<file path="config.mk">
export PLATFORM = sky130hd
export DESIGN_NAME = control_sequencer
export DESIGN_NICKNAME = d
export VERILOG_FILES = /design/src/rtl/control_sequencer.sv
export SDC_FILE = /design/constraint.sdc
export NUM_CORES = 1
export LEC_CHECK = 0
export BUFFER_PORTS_ARGS = -buffer_cell sky130_fd_sc_hd__buf_2
export CAP_MARGIN = 5
export CORE_MARGIN = 2
export CORE_UTILIZATION = 48
export DETAILED_ROUTE_END_ITERATION = 8
export PLACE_DENSITY = 0.78
export SYNTH_ARGS = -nofsm -noshare
export SYNTH_HDL_FRONTEND = slang
export SYNTH_SLANG_ARGS = --single-unit
</file>
<file path="constraint.sdc">
create_clock -name clk -period 2.3 [get_ports clk]
set_clock_uncertainty 0.15 [all_clocks]
set_input_delay 0.575 -clock clk [delete_from_list [all_inputs] [get_ports clk]]
set_output_delay 0.575 -clock clk [all_outputs]
set_load 0.1 [all_outputs]
</file>
<file path="src/rtl/control_sequencer.sv">
// control_sequencer: hardwired fetch/decode/execute controller for the accumulator datapath.
// Moore FSM; every strobe is a register loaded from the next state, so outputs are glitch-free
// and line up with state_dbg. Also keeps a retired-instruction counter and a sticky
// illegal-opcode flag for debug.
//
// Optional feature macro: CTRL_SINGLE_STEP_EN -- adds the `step` input. Every entry into F1
// that is not from IDLE then waits in F1 with all strobes low until step=1 is seen on an edge.
//
// Ports:
//   clk, rst_n          clock (rising edge), asynchronous active-low reset
//   start               leave IDLE and begin fetching (sampled only in IDLE)
//   instr[3:0]          opcode from IR[15:12]
//   acc_zero            ACC == 0, sampled only in DEC
//   step                single-step advance (CTRL_SINGLE_STEP_EN only)
//   arload .. ac_inc    datapath strobes
//   alusel[2:0]         ALU op (000 add, 001 sub, 010 and, 011 or, 100 xor, 111 pass DR)
//   halted              high in HALT
//   illegal             sticky, set when DEC sees opcode B..E
//   retired[CNT_W-1:0]  completed-instruction count, wraps
//   state_dbg[3:0]      current state code
module control_sequencer #(
  parameter int CNT_W = 16
) (
  input  logic             clk,
  input  logic             rst_n,
  input  logic             start,
  input  logic [3:0]       instr,
  input  logic             acc_zero,
`ifdef CTRL_SINGLE_STEP_EN
  input  logic             step,
`endif
  output logic             arload,
  output logic             pcload,
  output logic             pcinc,
  output logic             pcbus,
  output logic             drload,
  output logic             drbus,
  output logic             irload,
  output logic             membus,
  output logic             memwrite,
  output logic             acbus,
  output logic             ac_load,
  output logic             ac_inc,
  output logic [2:0]       alusel,
  output logic             halted,
  output logic             illegal,
  output logic [CNT_W-1:0] retired,
  output logic [3:0]       state_dbg
);

  typedef enum logic [3:0] {
    StIdle = 4'h0,
    StF1   = 4'h1,
    StF2   = 4'h2,
    StF3   = 4'h3,
    StDec  = 4'h4,
    StLd1  = 4'h5,
    StLd2  = 4'h6,
    StAl1  = 4'h7,
    StAl2  = 4'h8,
    StSt1  = 4'h9,
    StJp1  = 4'hA,
    StInc  = 4'hB,
    StHalt = 4'hF
  } state_t;

  state_t     state_q, state_d;
  logic [2:0] alu_code_q;
  logic       hold_q;
  logic       f1_run_d;    // next state is F1 with its strobes enabled
  logic       ret_evt;     // an instruction completes on this edge
  logic       illegal_set;

  always_comb begin
    state_d = state_q;
    case (state_q)
      StIdle: if (start) state_d = StF1;
      StF1:   if (!hold_q) state_d = StF2;
      StF2:   state_d = StF3;
      StF3:   state_d = StDec;
      StDec: begin
        case (instr)
          4'h0:                         state_d = StF1;
          4'h1:                         state_d = StLd1;
          4'h2:                         state_d = StSt1;
          4'h3, 4'h4, 4'h5, 4'h6, 4'h7: state_d = StAl1;
          4'h8:                         state_d = StJp1;
          4'h9:                         state_d = acc_zero ? StJp1 : StF1;
          4'hA:                         state_d = StInc;
          4'hF:                         state_d = StHalt;
          default:                      state_d = StF1;  // B..E behave as NOP
        endcase
      end
      StLd1:  state_d = StLd2;
      StAl1:  state_d = StAl2;
      StLd2, StAl2, StSt1, StJp1, StInc: state_d = StF1;
      StHalt: state_d = StHalt;
      default: state_d = StIdle;
    endcase
  end

  // IDLE->F1 is a start, not a completion, so it is excluded here.
  assign ret_evt = ((state_d == StF1) &&
                    (state_q inside {StDec, StLd2, StAl2, StSt1, StJp1, StInc})) ||
                   ((state_d == StHalt) && (state_q == StDec));

  assign illegal_set = (state_q == StDec) && (instr inside {[4'hB:4'hE]});

`ifdef CTRL_SINGLE_STEP_EN
  logic hold_d;

  always_comb begin
    hold_d = hold_q;
    if ((state_q == StF1) && hold_q && step) hold_d = 1'b0;
    if (ret_evt && (state_d == StF1)) hold_d = 1'b1;
  end

  always_ff @(posedge clk or negedge rst_n) begin
    if (!rst_n) hold_q <= 1'b0;
    else        hold_q <= hold_d;
  end

  assign f1_run_d = (state_d == StF1) && !hold_d;
`else
  assign hold_q   = 1'b0;
  assign f1_run_d = (state_d == StF1);
`endif

  always_ff @(posedge clk or negedge rst_n) begin
    if (!rst_n) begin
      state_q    <= StIdle;
      alu_code_q <= 3'b000;
      arload     <= 1'b0;
      pcload     <= 1'b0;
      pcinc      <= 1'b0;
      pcbus      <= 1'b0;
      drload     <= 1'b0;
      drbus      <= 1'b0;
      irload     <= 1'b0;
      membus     <= 1'b0;
      memwrite   <= 1'b0;
      acbus      <= 1'b0;
      ac_load    <= 1'b0;
      ac_inc     <= 1'b0;
      alusel     <= 3'b000;
      halted     <= 1'b0;
      illegal    <= 1'b0;
      retired    <= '0;
    end else begin
      state_q  <= state_d;
      // Opcodes 3..7 map to ALU codes 0..4; IR is not reloaded before AL2 so this stays valid.
      if (state_q == StDec) alu_code_q <= instr[2:0] - 3'd3;
      arload   <= f1_run_d || (state_d == StF3);
      pcload   <= (state_d == StJp1);
      pcinc    <= (state_d == StF2);
      pcbus    <= f1_run_d;
      drload   <= (state_d inside {StF2, StLd1, StAl1});
      drbus    <= (state_d inside {StF3, StJp1});
      irload   <= (state_d == StF3);
      membus   <= (state_d inside {StF2, StLd1, StAl1});
      memwrite <= (state_d == StSt1);
      acbus    <= (state_d == StSt1);
      ac_load  <= (state_d inside {StLd2, StAl2});
      ac_inc   <= (state_d == StInc);
      alusel   <= (state_d == StLd2) ? 3'b111 :
                  (state_d == StAl2) ? alu_code_q : 3'b000;
      halted   <= (state_d == StHalt);
      if (illegal_set) illegal <= 1'b1;
      if (ret_evt) retired <= retired + {{(CNT_W-1){1'b0}}, 1'b1};
    end
  end

  assign state_dbg = state_q;

endmodule
</file>
==> flow_summary.ini <==
[worst_setup_path]
slowest_stage = o32a_4
path_class = primary input to register
crit_family = compound AO/OA/AOI/OAI gates
path_cells = buf_12, inv_8, ha_4, a2111oi_4, nor4b_4, a21o_1, o32a_4, nor4b_4, xor2_1
critPathLaunchType = primary input
critPathBufInv = 2
max_stage_delay_ns = 0.46
required_ns = 2.36
arrival_ns = 2.47
cpMostUsedCell = nor4b_4
cp_max_fo = 8
end_kind = register

[yosys]
yosys_warnings = 0
syn_inst = 175
ys_seq_elements = 38
ys.flop_type = dfrtp_1
yosysTopAreaCellShare = 0.487
netlist_top_cells_count = 38 x dfrtp_1, 13 x xor2_1, 11 x inv_1, 11 x nand2_1, 11 x nor2_1
synth_edf_count = 0
synth_top_cell_by_area = dfrtp_1
syn_nets = 188
yosysUniqueCellTypes = 51
syn_area_um2 = 1950
yosysSeqAreaShare = 0.487
postSynth.asyncResetShare = 1.00
syn_avg_cell_area_um2 = 11.2
synth.most_common_cell = dfrtp_1
synth_area_leaders = dfrtp_1 49%, xor2_1 5.8%, ha_1 3.2%

[cts]
cts_buffers = 5
cts.path.max_buffers = 2
numClockSinks = 38
cts_tree = yes
clk_latency_ns = 0.28
root_buffer = clkbuf_8
h-tree-depth = 2
cts.clk_slew.worst_paths_ns = 0.07

[job]
max-cap-violations = 0

[timing]
setup_viol = 9
rsz0062_at_grt = true
worst_slew_pin_slew_ns = 0.796
drv_slew = 0
timing.final.crit_share = 1.05
max_slew_margin = 0.469
period_minus_slack_ns = 2.41
layout_setup_ws_ns = -0.112
max_freq_ghz = 0.415
hold_viol_final = 0

[routing]
routed_wl_um = 4070
vias = 1557
routed_via_density = 5.26
drc = 0
wl_per_cell_um = 13.8
drt-initial-drc-count = 89
final_antenna_net_count = 0
drt-pass1-iter-count = 4

[finish]
fin_cells = 296
drive_gt1_frac = 0.463
nets = 258
final_area_um2 = 2630
diodes = 0
area_growth_pct = 34.5
num-fill-cells = 309

[floorplan]
rows = 23
die-width_um = 67.8
core_um2 = 3970
io_pins = 45
initial_utilization = 0.492
fp.dieArea_um2 = 4600
dieHeight_um = 67.8

[placed_design]
dp.cells = 283
place_ws_ns = -0.507
dp_hpwl_um = 2760
placed_area_um2 = 2360
gp_congestion = 0.773
port_buffers = 44

[grt]
grt_max_degree = 39
grt-ovfl-total = 0
grt_antenna_before_repair = 0
grt.total_usage = 0.184
grt_pass1_vias = 1408
grt_pass1_wl_um = 6260

[run_status]
violations = negative setup slack
outcome = finished with violations

[worst_hold_path]
hold_class = primary input to async pin
==> final timing paths <==
kind                                         start                 endpoint  slack [ns]  cells past startpoint
hold / removal                               rst_n   retired[2]$_DFFE_PN0P_        0.23                      1
hold reg to reg            retired[15]$_DFFE_PN0P_  retired[15]$_DFFE_PN0P_        0.32                      1
min in group clk           retired[15]$_DFFE_PN0P_  retired[15]$_DFFE_PN0P_        0.32                      1
max in group asynchronous                    rst_n   state_dbg[2]$_DFF_PN0_        1.18                      1
setup reg to reg            state_dbg[3]$_DFF_PN0_  retired[15]$_DFFE_PN0P_       -0.03                      7
setup / recovery                          instr[0]  retired[15]$_DFFE_PN0P_       -0.11                      9
==> kinds of logic (layout without fill, tap and decap cells) <==
family                   after synthesis  after routing  synth area share
AND/OR/NAND/NOR                       64             64             0.220
AO/OA/AOI/OAI                         28             29             0.115
flip-flops                            38             38             0.487
XOR/XNOR                              17             17            0.0762
multiplexers                           2              2            0.0109
buffers and inverters                 21             91            0.0602
adder cells (fa/ha/maj)                5              5            0.0320
==> routing by layer <==
layer | share of wire | wire, um | global-route usage
met2 | 0.49 | 1990 | 0.300
met4 | 0.014 | 55 | 0.0700
met3 | 0.067 | 274 | 0.0559
met5 | 0 | 0 | 0
met1 | 0.43 | 1750 | 0.230
==> area by class of cell <==
| cell class | count | area [um^2] | area share |
|---|---|---|---|
| inverters | 12 | 57.6 | 0.0219 |
| flip-flops and latches | 38 | 961 | 0.366 |
| repair buffers | 71 | 457 | 0.174 |
| well taps | 50 | 62.6 | 0.0238 |
| clock buffers | 8 | 80.1 | 0.0305 |
| multi-input cells | 117 | 1010 | 0.385 |
==> flip-flops by register name, summed over array words and instances (netlist names) <==
name        count
alu_code_q      3
retired        16
alusel          3
membus          1
state_dbg       4
illegal         1
arload          1
pcinc           1
halted          1
ac_load         1
acbus           1
pcload          1
pcbus           1
drbus           1
irload          1
ac_inc          1
==> through the flow <==
stage                     hold WS [ns]  TNS [ns]  utilization
after detailed placement         0.303     -8.45        0.595
after CTS                        0.261    -0.350        0.636
after global routing             0.283    -0.823        0.662
final                            0.227    -0.478        0.662
after floorplan                  0.129     -4.54            -
after global placement           0.306     -6.73        0.595
==> cell usage in the layout (no fill, tap or decap), drive strengths merged <==
master and count:
buf 71, dfrtp 38, xor2 13, inv 12, nor2 12, nand2 11, nor3 11, o21ai 8
clkbuf 8, nor3b 5, a21oi 5, ha 5, xnor2 4, nand3 4, nor4b 4, and3 3
and2 3, or2 3, a2bb2oi 2, a21o 2, o32a 2, nand2b 2, or2b 1, a211o 1
o221a 1, mux2i 1, or4 1, o221ai 1, or3b 1, a221oi 1, o2bb2ai 1, a2111oi 1
a21boi 1, nor4 1, o21bai 1, and4 1, nand4 1, mux2 1, a31oi 1, a31o 1
==> what timing repair did <==
item,4_1_cts,5_1_grt
resized for setup,16,18
cloned,1,0
buffers inserted,1,4
endpoints found under the setup margin,17,18
pin swaps,11,14
hold buffers,0,0
==> worst register-to-register path, cell delays in order, from the launching register on <==
cell     delay, ns
dfrtp_2       0.40
buf_4         0.16
nor4b_4       0.35
nor4b_4       0.30
o21ai_2       0.13
o32a_4        0.32
nor4b_4       0.28
xor2_1        0.16
Power is left out: the tool's default activity adds up to more than one toggle a clock period on the data nets, which glitch-free logic cannot reach.
